===== src/rtl/ex_alu_pkg.sv =====
// Shared types and constants for the execute-stage ALU: opcodes, control states, flag bit positions.
package ex_alu_pkg;

   typedef enum logic [3:0] {
      OP_ADD  = 4'd0,
      OP_SUB  = 4'd1,
      OP_NAND = 4'd2,
      OP_XOR  = 4'd3,
      OP_NOR  = 4'd4,
      OP_SLL  = 4'd5,
      OP_SRL  = 4'd6,
      OP_SRA  = 4'd7,
      OP_MUL  = 4'd8
   } alu_op_t;

   typedef enum logic [1:0] {
      IDLE    = 2'd0,
      MUL_RUN = 2'd1,
      HOLD    = 2'd2
   } state_t;

   localparam int FLAG_ZERO = 0;
   localparam int FLAG_NEG  = 1;
   localparam int FLAG_OVF  = 2;

endpackage


===== src/rtl/ex_alu_pipe_if.sv =====
// Request/response bundle between the ID/EX register (master) and the execute ALU (slave).
interface ex_alu_pipe_if #(
   parameter int WIDTH = 16,
   parameter int SHW   = $clog2(WIDTH)
);
   logic             in_valid;
   logic             in_ready;
   logic [3:0]       op;
   logic [WIDTH-1:0] a;
   logic [WIDTH-1:0] b;
   logic [SHW-1:0]   shamt;
   logic [2:0]       flag_we;
   logic             out_valid;
   logic             out_ready;
   logic [WIDTH-1:0] result;
   logic             zero;
   logic             neg;
   logic             ovf;
   logic             busy;

   modport master (
      output in_valid, op, a, b, shamt, flag_we, out_ready,
      input  in_ready, out_valid, result, zero, neg, ovf, busy
   );

   modport slave (
      input  in_valid, op, a, b, shamt, flag_we, out_ready,
      output in_ready, out_valid, result, zero, neg, ovf, busy
   );
endinterface


===== src/rtl/ex_mul_iter.sv =====
// Unsigned shift-add multiplier: one partial product per cycle, WIDTH cycles per operation.
module ex_mul_iter #(
   parameter int WIDTH = 16
) (
   input  logic             clk,
   input  logic             rst_n,
   input  logic             start,
   input  logic [WIDTH-1:0] a,
   input  logic [WIDTH-1:0] b,
   output logic             done,
   output logic [WIDTH-1:0] prod_lo,
   output logic             prod_hi_nz
);
   localparam int CW = $clog2(WIDTH);
   localparam logic [CW-1:0] LAST = CW'(WIDTH - 1);

   logic                 run_q, run_d;
   logic [CW-1:0]        cnt_q, cnt_d;
   logic [2*WIDTH-1:0]   mcand_q, mcand_d;
   logic [2*WIDTH-1:0]   acc_q, acc_d;
   logic [WIDTH-1:0]     mplier_q, mplier_d;
   logic [2*WIDTH-1:0]   acc_step;

   always_comb begin
      run_d    = run_q;
      cnt_d    = cnt_q;
      mcand_d  = mcand_q;
      mplier_d = mplier_q;
      acc_d    = acc_q;
      acc_step = acc_q + (mplier_q[0] ? mcand_q : '0);
      if (start) begin
         run_d    = 1'b1;
         cnt_d    = '0;
         mcand_d  = {{WIDTH{1'b0}}, a};
         mplier_d = b;
         acc_d    = '0;
      end else if (run_q) begin
         acc_d    = acc_step;
         mcand_d  = mcand_q << 1;
         mplier_d = mplier_q >> 1;
         cnt_d    = cnt_q + CW'(1);
         if (cnt_q == LAST) run_d = 1'b0;
      end
   end

   // The final product is taken from the last step's sum so it lands on the same edge as done.
   assign done       = run_q && (cnt_q == LAST);
   assign prod_lo    = acc_step[WIDTH-1:0];
   assign prod_hi_nz = |acc_step[2*WIDTH-1:WIDTH];

   always_ff @(posedge clk or negedge rst_n) begin
      if (!rst_n) begin
         run_q <= 1'b0;
         cnt_q <= '0;
      end else begin
         run_q <= run_d;
         cnt_q <= cnt_d;
      end
   end

   always_ff @(posedge clk) begin
      mcand_q  <= mcand_d;
      mplier_q <= mplier_d;
      acc_q    <= acc_d;
   end

endmodule


===== src/rtl/ex_alu_pipe.sv =====
// Registered execute-stage ALU with valid/ready on both sides and an iterative multiply.
module ex_alu_pipe
   import ex_alu_pkg::*;
#(
   parameter int WIDTH = 16,
   parameter int SHW   = $clog2(WIDTH)
) (
   input logic          clk,
   input logic          rst_n,
   ex_alu_pipe_if.slave bus
);
   localparam int MSB = WIDTH - 1;

   state_t           state_q, state_d;
   logic [WIDTH-1:0] result_q, result_d;
   logic [2:0]       flags_q, flags_d;
   logic [2:0]       fwe_q, fwe_d;
   logic             in_ready, accept, mul_start;
   logic             mul_done, mul_hi_nz;
   logic [WIDTH-1:0] mul_lo;
   logic [WIDTH:0]   alu_out;

   function automatic logic [WIDTH:0] alu_eval(logic [3:0] op, logic [WIDTH-1:0] x,
                                              logic [WIDTH-1:0] y, logic [SHW-1:0] sh);
      logic [WIDTH-1:0]        r;
      logic signed [WIDTH-1:0] xs;
      logic                    v;
      r  = '0;
      v  = 1'b0;
      xs = x;
      case (op)
         OP_ADD:  begin r = x + y; v = (x[MSB] == y[MSB]) && (r[MSB] != x[MSB]); end
         OP_SUB:  begin r = x - y; v = (x[MSB] != y[MSB]) && (r[MSB] != x[MSB]); end
         OP_NAND: r = ~(x & y);
         OP_XOR:  r = x ^ y;
         OP_NOR:  r = ~(x | y);
         OP_SLL:  r = x << sh;
         OP_SRL:  r = x >> sh;
         OP_SRA:  r = xs >>> sh;
         default: r = '0;
      endcase
      return {v, r};
   endfunction

   function automatic logic [2:0] flags_of(logic [WIDTH-1:0] r, logic v);
      logic [2:0] f;
      f            = '0;
      f[FLAG_ZERO] = ~|r;
      f[FLAG_NEG]  = r[MSB];
      f[FLAG_OVF]  = v;
      return f;
   endfunction

   function automatic logic [2:0] merge_flags(logic [2:0] cur, logic [2:0] nxt, logic [2:0] we);
      return (cur & ~we) | (nxt & we);
   endfunction

   assign in_ready = (state_q == IDLE) || ((state_q == HOLD) && bus.out_ready);
   assign accept   = bus.in_valid && in_ready;
   assign alu_out  = alu_eval(bus.op, bus.a, bus.b, bus.shamt);

   ex_mul_iter #(.WIDTH(WIDTH)) u_mul (
      .clk        (clk),
      .rst_n      (rst_n),
      .start      (mul_start),
      .a          (bus.a),
      .b          (bus.b),
      .done       (mul_done),
      .prod_lo    (mul_lo),
      .prod_hi_nz (mul_hi_nz)
   );

   always_comb begin
      state_d   = state_q;
      result_d  = result_q;
      flags_d   = flags_q;
      fwe_d     = fwe_q;
      mul_start = 1'b0;
      if ((state_q == MUL_RUN) && mul_done) begin
         state_d  = HOLD;
         result_d = mul_lo;
         flags_d  = merge_flags(flags_q, flags_of(mul_lo, mul_hi_nz), fwe_q);
      end else if ((state_q == HOLD) && bus.out_ready) begin
         state_d = IDLE;
      end
      // A new accept overrides the drain above; illegal opcodes yield 0 and leave the flags alone.
      if (accept) begin
         if (bus.op == OP_MUL) begin
            state_d   = MUL_RUN;
            mul_start = 1'b1;
            fwe_d     = bus.flag_we;
         end else begin
            state_d  = HOLD;
            result_d = alu_out[WIDTH-1:0];
            if (bus.op < OP_MUL)
               flags_d = merge_flags(flags_q, flags_of(alu_out[WIDTH-1:0], alu_out[WIDTH]),
                                     bus.flag_we);
         end
      end
   end

   always_ff @(posedge clk or negedge rst_n) begin
      if (!rst_n) begin
         state_q  <= IDLE;
         result_q <= '0;
         flags_q  <= '0;
         fwe_q    <= '0;
      end else begin
         state_q  <= state_d;
         result_q <= result_d;
         flags_q  <= flags_d;
         fwe_q    <= fwe_d;
      end
   end

   assign bus.in_ready  = in_ready;
   assign bus.out_valid = (state_q == HOLD);
   assign bus.busy      = (state_q == MUL_RUN);
   assign bus.result    = result_q;
   assign bus.zero      = flags_q[FLAG_ZERO];
   assign bus.neg       = flags_q[FLAG_NEG];
   assign bus.ovf       = flags_q[FLAG_OVF];

endmodule


===== src/flat_wrapper.sv =====
// flat-port wrapper written by rule: the top's interface ports become plain ports
module ex_alu_pipe_flat import ex_alu_pkg::*;
#(
   parameter int WIDTH = 16,
   parameter int SHW   = $clog2(WIDTH)
)
  (clk, rst_n, bus_in_valid, bus_op, bus_a, bus_b, bus_shamt, bus_flag_we, bus_out_ready, bus_in_ready, bus_out_valid, bus_result, bus_zero, bus_neg, bus_ovf, bus_busy);
  ex_alu_pipe_if #(.WIDTH(WIDTH), .SHW(SHW)) bus_i ();
  input logic clk;
  input logic rst_n;
  input wire logic [$bits(bus_i.in_valid)-1:0] bus_in_valid;
  input wire logic [$bits(bus_i.op)-1:0] bus_op;
  input wire logic [$bits(bus_i.a)-1:0] bus_a;
  input wire logic [$bits(bus_i.b)-1:0] bus_b;
  input wire logic [$bits(bus_i.shamt)-1:0] bus_shamt;
  input wire logic [$bits(bus_i.flag_we)-1:0] bus_flag_we;
  input wire logic [$bits(bus_i.out_ready)-1:0] bus_out_ready;
  output wire logic [$bits(bus_i.in_ready)-1:0] bus_in_ready;
  output wire logic [$bits(bus_i.out_valid)-1:0] bus_out_valid;
  output wire logic [$bits(bus_i.result)-1:0] bus_result;
  output wire logic [$bits(bus_i.zero)-1:0] bus_zero;
  output wire logic [$bits(bus_i.neg)-1:0] bus_neg;
  output wire logic [$bits(bus_i.ovf)-1:0] bus_ovf;
  output wire logic [$bits(bus_i.busy)-1:0] bus_busy;
  assign bus_i.in_valid = bus_in_valid;
  assign bus_i.op = bus_op;
  assign bus_i.a = bus_a;
  assign bus_i.b = bus_b;
  assign bus_i.shamt = bus_shamt;
  assign bus_i.flag_we = bus_flag_we;
  assign bus_i.out_ready = bus_out_ready;
  assign bus_in_ready = bus_i.in_ready;
  assign bus_out_valid = bus_i.out_valid;
  assign bus_result = bus_i.result;
  assign bus_zero = bus_i.zero;
  assign bus_neg = bus_i.neg;
  assign bus_ovf = bus_i.ovf;
  assign bus_busy = bus_i.busy;
  ex_alu_pipe #(.WIDTH(WIDTH), .SHW(SHW)) u_core (.clk(clk), .rst_n(rst_n), .bus(bus_i));
endmodule

===== config.mk =====
export PLATFORM = sky130hd
export DESIGN_NAME = ex_alu_pipe_flat
export DESIGN_NICKNAME = d
export VERILOG_FILES = /design/src/rtl/ex_alu_pkg.sv /design/src/rtl/ex_alu_pipe_if.sv /design/src/rtl/ex_mul_iter.sv /design/src/rtl/ex_alu_pipe.sv /design/src/flat_wrapper.sv
export SDC_FILE = /design/constraint.sdc
export NUM_CORES = 1
export LEC_CHECK = 0
export BUFFER_PORTS_ARGS = -buffer_cell sky130_fd_sc_hd__buf_2
export CAP_MARGIN = 15
export CORE_ASPECT_RATIO = 1.75
export CORE_MARGIN = 2
export CORE_UTILIZATION = 57
export DETAILED_ROUTE_END_ITERATION = 8
export PLACE_DENSITY = 0.85
export RECOVER_POWER = 25
export SETUP_SLACK_MARGIN = 0.15
export SLEW_MARGIN = 10
export SYNTH_ARGS = -nofsm -noshare
export SYNTH_HDL_FRONTEND = slang
export SYNTH_SLANG_ARGS = --single-unit

===== constraint.sdc =====
create_clock -name clk -period 3.74 [get_ports clk]
set_input_delay 0.374 -clock clk [delete_from_list [all_inputs] [get_ports clk]]
set_output_delay 0.374 -clock clk [all_outputs]
set_load 0.01 [all_outputs]

Word level (Yosys, flattened, before mapping)
Cells that the tools add are included.
{"block": "word_totals", "register_bits": 109, "latchBits": 0, "ramBits": 0, "mem_bits_ro": 0, "in_bits": 47, "elab_cells": 88, "n_memories": 0}
{"block": "op_classes", "add_sub_neg": 4, "n_mul": 0, "div_mod_pow": 0, "order_cmp": 1, "n_eq_ne": 15, "shift": 3, "muxes": 25, "bitwise_logic": 13, "reduce_logical": 17}
{"operator": "$pmux 16 s8", "n": 1}
{"operator": "$mux 16", "n": 7}
{"operator": "$reduce_or 16->1", "n": 3}
{"operator": "$add 32x32->32", "n": 1}
{"operator": "$mux 32", "n": 1}
{"operator": "$not 16->16", "n": 2}
{"operator": "$add 16x16->16", "n": 1}
{"operator": "$and 16x16->16", "n": 1}
{"operator": "$eq 4x3->1 const B", "n": 4}
{"operator": "$or 16x16->16", "n": 1}
{"operator": "$shl 16x4->16", "n": 1}
{"operator": "$shr 16x4->16", "n": 1}
{"operator": "$sshr 16x4->16", "n": 1}
{"operator": "$sub 16x16->16", "n": 1}
{"operator": "$xor 16x16->16", "n": 1}
{"operator": "$and 3x3->3", "n": 4}
{"operator": "$mux 3", "n": 4}
{"operator": "$eq 4x2->1 const B", "n": 2}
{"operator": "$eq 4x4->1 const B", "n": 2}
{"operator": "$mux 2", "n": 4}
{"operator": "$mux 4", "n": 2}
{"operator": "$logic_and 1x1->1", "n": 6}
{"operator": "$not 3->3", "n": 2}
{"operator": "$or 3x3->3", "n": 2}
{"operator": "other kinds (16)", "n": 23}

Depth between registers and ports, before layout
Gate-level depths: netlist (run 1).
{"block": "logic_depth", "ltp_word": 10, "depth_mapped": 13, "ltp_nobuf": 13}

Cells and area by module
Synthesis (run 1) repeated with hierarchy kept, for this count alone.
{"block": "hier_totals", "hier_cells": 1293, "area_unflattened_um2": 11038.1}
{"mod": "ex_alu_pipe", "n_inst": 1, "cells_per_inst": 718, "area_each_um2": 5560.3, "seq_area_each_um2": 600.6}
{"mod": "ex_mul_iter", "n_inst": 1, "cells_per_inst": 575, "area_each_um2": 5477.8, "seq_area_each_um2": 2047.0}

Worst setup path after synthesis (run 1)
OpenSTA, ideal clock, no wires.
{"block": "synth_path", "path_kind": "flip-flop to flip-flop", "start": "register u_core.state_q[1]", "end": "register u_core.u_mul.mcand_q[0] (enable)", "arrival_ns": 3.332, "required_ns": 3.274, "path_slack_ns": -0.058, "stages_incl_launch_ff": 5, "path_cell_list": "dfrtp_1 -> nor2b_1 -> or3b_1 -> buf_2 -> o21ai_0"}
{"block": "synth_between", "elab_chain_len": 6, "word_cells_on_any_way": 7}
{"element": "start, declared", "line_no": "ex_alu_pipe.sv:14", "rtl": "state_t state_q, state_d;"}
{"element": "start signal, assigned", "line_no": "ex_alu_pipe.sv:109", "rtl": "state_q <= state_d;"}
{"element": "$eq 2x2->1", "line_no": "ex_alu_pipe.sv:58", "rtl": "assign in_ready = (state_q == IDLE) || ((state_q == HOLD) && bus.out_ready);"}
{"element": "$logic_and 1x1->1", "line_no": "ex_alu_pipe.sv:58"}
{"element": "$logic_or 1x1->1 (*)", "line_no": "ex_alu_pipe.sv:58"}
{"element": "$logic_and 1x1->1 (*)", "line_no": "ex_alu_pipe.sv:59", "rtl": "assign accept = bus.in_valid && in_ready;"}
{"element": "$mux 1 (*)", "line_no": "ex_alu_pipe.sv:87", "rtl": "if (accept) begin"}
{"element": "$reduce_bool 2->1 (no line) (*)"}
{"element": "end signal, assigned", "line_no": "ex_mul_iter.sv:62", "rtl": "mcand_q <= mcand_d;"}
{"element": "end, declared", "line_no": "ex_mul_iter.sv:19", "rtl": "logic [2*WIDTH-1:0] mcand_q, mcand_d;"}
Mark *: on every way between the ends. The rest lies on a longest branch, timed or not.
A chain may end at the register's enable or synchronous reset.

==> results of run 1 <==
==> worst reg2reg max path, cell delays in order, from the launching register on <==
cell      delay (ps)
edfxtp_1         410
buf_4            200
and2_1           180
ha_1             280
a21o_1           150
nand4_1          260
a2111o_1         560
nand3b_1         150
xnor2_1          160
nand4b_1         130
or4b_1           550
nor4_1           270
a31oi_1          120
==> worst paths after layout <==
| check | slack, ps | cells past startpoint | startpoint | end |
|---|---|---|---|---|
| max | 200 | 12 | u_core.u_mul.mplier_q[0]$_DFFE_PP_ | flop |
| max reg2reg | 200 | 12 | u_core.u_mul.mplier_q[0]$_DFFE_PP_ | flop |
| min | 250 | 2 | bus_in_valid | u_core.state_q[1]$_DFFE_PN0P_ |
| min in group asynchronous | 430 | 1 | rst_n | u_core.state_q[1]$_DFFE_PN0P_ |
| min reg2reg | 490 | 2 | u_core.u_mul.acc_q[2]$_SDFFE_PP0P_ | u_core.u_mul.acc_q[2]$_SDFFE_PP0P_ |
| max in group asynchronous | 2220 | 1 | rst_n | u_core.u_mul.run_q$_DFF_PN0_ |
==> power by group <==
group          switching [mW]  internal, mW
Combinational           0.555         0.350
Sequential             0.0204          1.24
Clock                   0.500         0.538
Total                    1.08          2.13
==> cells by family (layout without fill, tap and decap cells) <==
group           after synthesis  in the layout  share of synthesized area
compound gates              328            328                     0.2081
flops                       109            109                     0.2460
xor+xnor                     44             44                    0.03580
mux                         143            143                     0.1580
fa+ha+maj                    85             85                     0.1009
buf+inv                     132            218                    0.05161
simple gates                424            424                     0.1997
==> state kept, by name, summed over array words and instances, names as in the netlist, named ones only <==
register / count
u_core.u_mul.mplier_q: 16
u_core.fwe_q: 3
u_core.u_mul.acc_q: 32
u_core.bus.result: 16
u_core.u_mul.run_q: 1
u_core.state_q: 2
u_core.u_mul.mcand_q: 32
u_core.u_mul.cnt_q: 4
==> metrics by stage <==
step	hold WS [ps]	utilization	cell area (um^2)
CTS	60.28	0.6471	12020
global route	269.9	0.6488	12060
floorplan	78.41	-	10760
detailed placement	456.4	0.6302	11710
finish	245.9	0.6488	12060
global placement	449.3	0.6302	11710
==> per-layer routing <==
layer / up-vias / wire [um] / part of all wire / track usage
li1: 4828 / - / - / -
met1: 5048 / 12350 / 0.32 / 0.3593
met2: 539 / 20380 / 0.53 / 0.7235
met3: 207 / 2164 / 0.056 / 0.05742
met4: 0 / 3728 / 0.097 / 0.3482
met5: - / 0 / 0 / 0
==> cell usage after synthesis (all sizes together) (29+ instances only) <==
library cell	count	area, um^2
and2	39	244.0
inv	52	195.2
a21oi	84	431.7
o21ai	56	284.0
mux2	52	585.6
mux2i	75	750.7
nand2	98	367.9
clkbuf	45	168.9
dfxtp	48	960.9
ha	82	1026
nor2	120	450.4
buf	34	187.7
dfrtp	29	725.7
edfxtp	32	960.9
==> area by class of cell <==
cell class	count	area share
inverter	53	0.01650
clock inverter	5	0.003114
tap	238	0.02470
clock buffer	11	0.02283
multi-input combinational	1024	0.6343
timing repair buffer	149	0.07888
sequential	109	0.2197
==> impl_metrics.yaml, run 1 <==
outcome:
  outcome: "finished, violations left"
  violations: "capacitance limit, slew limit"
cells_and_area:
  final_common_cell: "nor2_1"
  fin_nets: 1478
  drive_gt1_frac: 0.1791
  stdcell_count: 1589
  n_fill_cell: 1617
  syn2layout_area_growth_pct: 12.00
  num_antenna_cells: 0
  seqCellArea_mm2: 0.002649
  multi_input_area_mm2: 0.007646
  layout_common_cells: "nor2_1 (119), nand2_1 (98), ha_1 (82)"
timing:
  drv_slew: 30
  hold_viol_final: 0
  clock_skew_ps: 14.45
  period_needed_ps: 3541
  fin_crit_sh: 0.9468
  setup-violations-final: 0
  tightest_slew_ps: 1693
  fin_ws_ps: 199.1
  tns_ps: 0
  slew_headroom: -0.1287
  rsz0062_at_grt: "no"
  fmax_ghz: 0.2824
cts:
  post_cts_buffers: 0
  insertion_delay_ps: 380
  clk_pin_slew_ps: 80
  cts_resized: 0
  htreeDepth: 3
  tritoncts: "yes"
  numCtsBuffers: 9
  clock_sinks: 109
  root_buffer: "clkbuf_16"
  ctsHoldBuffers: 0
  cts_max_path_buffers: 2
power:
  power_density_mw_per_mm2: 265.7
  finalPower_mw: 3.203
  p_leak_nw: 4.803
  ir_drop_mv: 0.2888
route:
  dr.first_iter.drc_count: 1022
  drc: 0
  avgViaCountPerCell: 6.685
  dr.pass1.iters: 5
  postRouteAntennaNets: 0
  avgRoutedWirePerCell_um: 24.30
  vias: 10622
  routed_wl_um: 38620
logic_synthesis:
  synth_cell_types: 92
  ys_seq_area_frac: 0.2460
  syn_inst: 1265
  synthFlopType: "dfxtp_1"
  synthesis.area_mm2: 0.01076
  synthArstFlopShare: 0.2661
  yosys_warnings: 0
  synth_nets: 1397
  ys_ff_latch: 109
  synth_edf_count: 32
  syn_area_per_cell_um2: 8.509
die:
  boundaryPins: 69
  dieArea_mm2: 0.02004
  initial_core_util: 0.5793
  core_mm2: 0.01858
  dieWidth_um: 107.9
  rows: 66
  die_height_um: 185.8
min_path:
  hold_class: "in2reg"
global_route:
  antenna_found_initial: 0
  grtUsageTotal: 0.3905
  grt_pass1_vias: 10911
  grt_max_degree: 72
  grt_overflow_total: 0
  grt_pass1_wl_um: 58770
worst_setup_path:
  critPathTopFamily: "simple AND/OR/NAND/NOR gates"
  max_stage_delay_ps: 560
  crit_type: "reg2reg"
  critPathRequiredTime_ps: 3980
  crit_buf_inv: 1
  start_kind: "flop"
  cp_data_arrival_time_ps: 3780
  end_kind: "flop"
  crit_path_cell_trace: "buf_4 > and2_1 > ha_1 > a21o_1 > nand4_1 > a2111o_1 > nand3b_1 > xnor2_1 > nand4b_1 > or4b_1 > nor4_1 > a31oi_1"
  cp_max_fo: 13
  crit_slowest_cell: "a2111o_1"
place:
  dp_cells: 1573
  gp_congestion: 1.094
  dp_slack_ps: -135.4
  port_buffers: 68
  place_hpwl_um: 30320
flow_run:
  cap_violations: 1
Note: power is estimated with default switching activity, not from simulation.
==> run 2, diff against run 1 <==
CORE_MARGIN = unset   (was 2)
==> impl_metrics.yaml, run 2 (synthesized netlist as in run 1, its figures left out) <==
outcome:
  outcome: "finished, violations left"
  violations: "capacitance limit, slew limit"
die:
  core_mm2: 0.01858
  dieArea_mm2: 0.01946
  rows: 66
  boundaryPins: 69
  dieWidth_um: 105.9
  die_height_um: 183.8
  initial_core_util: 0.5793
cells_and_area:
  finalInstanceArea_mm2: 0.01227
  fin_nets: 1509
  top_regs: "u_core.u_mul.acc_q (32), u_core.u_mul.mcand_q (32)"
  seqCellArea_mm2: 0.002649
  layout_common_cells: "nor2_1 (119), buf_4 (109), nand2_1 (98)"
  drive_gt1_frac: 0.1997
  stdcell_count: 1621
  syn2layout_area_growth_pct: 13.98
  multi_input_area_mm2: 0.007660
  n_fill_cell: 1609
  final_common_cell: "nor2_1"
  utilization: 0.6603
cts:
  tritoncts: "yes"
  root_buffer: "clkbuf_16"
  numCtsBuffers: 9
  clk_pin_slew_ps: 80
  cts_max_path_buffers: 2
  clock_sinks: 109
  insertion_delay_ps: 380
  ctsHoldBuffers: 0
  htreeDepth: 3
global_route:
  antenna_found_initial: 0
  grt_pass1_wl_um: 62130
  grtUsageTotal: 0.4319
  grt_overflow_total: 0
  grt_max_degree: 67
  grt_pass1_vias: 11102
timing:
  fin_crit_sh: 0.9433
  slew_headroom: -0.1888
  worst_hold_slack_ps: 260.9
  fin_ws_ps: 212.2
  clock_skew_ps: 11.80
  fmax_ghz: 0.2835
  hold_viol_final: 0
  rsz0062_at_grt: "no"
  tns_ps: 0
  drv_slew: 30
  tightest_slew_ps: 1783
  period_needed_ps: 3528
  setup-violations-final: 0
route:
  vias: 10792
  dr.pass1.iters: 5
  avgRoutedWirePerCell_um: 25.53
  postRouteAntennaNets: 0
  dr.first_iter.drc_count: 786
  drc: 0
  routed_wl_um: 41390
  avgViaCountPerCell: 6.658
power:
  ir_drop_mv: 0.2416
  p_leak_nw: 4.941
  finalPower_mw: 3.169
  power_density_mw_per_mm2: 258.3
worst_setup_path:
  end_kind: "flop"
  critPathRequiredTime_ps: 4060
  cp_data_arrival_time_ps: 3850
  ff2ff_setup_slack_ps: 230
  reg2reg_depth: 13
  start_kind: "input pin"
  critical_path.startpoint: "bus_shamt[0]"
  timing.rr.start: "u_core.u_mul.mcand_q[0]$_SDFFCE_PN0P_"
  crit_type: "in2reg"
  cp_max_fo: 16
place:
  dp_slack_ps: 52.64
  gp_congestion: 1.050
  place_hpwl_um: 32250
  dp_cells: 1600
  dpl_cell_area_mm2: 0.01191
  port_buffers: 68
flow_run:
  cap_violations: 1
min_path:
  hold_class: "in2reg"
## run 2: final cells by class
type,count,area share
well taps,238,0.02427
repair buffers,180,0.09606
inverters,53,0.01621
diodes,1,0.0002040
multi-input cells,1024,0.6243
flip-flops and latches,109,0.2159
clock inverters,7,0.004691
clock buffers,9,0.01836
## run 2: worst min-delay path by stage
| stage | start | to | slack [ps] | depth (start not counted) |
|---|---|---|---|---|
| 6_report | bus_flag_we[1] | u_core.fwe_q[1]$_DFFE_PN0P_ | 260 | 2 |
| 5_1_grt | bus_flag_we[1] | u_core.fwe_q[1]$_DFFE_PN0P_ | 260 | 2 |
| 4_1_cts | rst_n | u_core.u_mul.cnt_q[0]$_DFFE_PN0P_ | 60 | 1 |
| 3_5_place_dp | rst_n | u_core.u_mul.cnt_q[2]$_DFFE_PN0P_ | 450 | 1 |
| 3_3_place_gp | rst_n | u_core.u_mul.cnt_q[2]$_DFFE_PN0P_ | 450 | 1 |
| 2_1_floorplan | rst_n | async pin | 80 | 0 |
## run 2: metal layers
layer | track usage | vias up | share of wire
li1 | - | 4910 | -
met1 | 0.3831 | 5149 | 0.31
met2 | 0.7919 | 492 | 0.52
met3 | 0.08047 | 241 | 0.057
met4 | 0.4300 | 0 | 0.11
met5 | 0 | - | 0
## run 2: repair_timing
item                       CTS  global route
resized for setup            3            12
pin swaps                    0             3
setup endpoints to repair    1             3
setup buffers                1             2
## run 2: worst max-delay path, stage by stage
cell and delay, ps:
buf_2 370, buf_4 310, or4b_2 200, a31oi_1 240, a221o_1 360, a211oi_1 230, o211ai_1 210, nor4_1 740
and4b_1 270, nor4bb_1 310, a41o_1 220
## run 2: where the power goes
part           switching, mW  internal [mW]
clock                  0.503          0.463
sequential            0.0201           1.24
combinational          0.575          0.368
total                   1.10           2.07
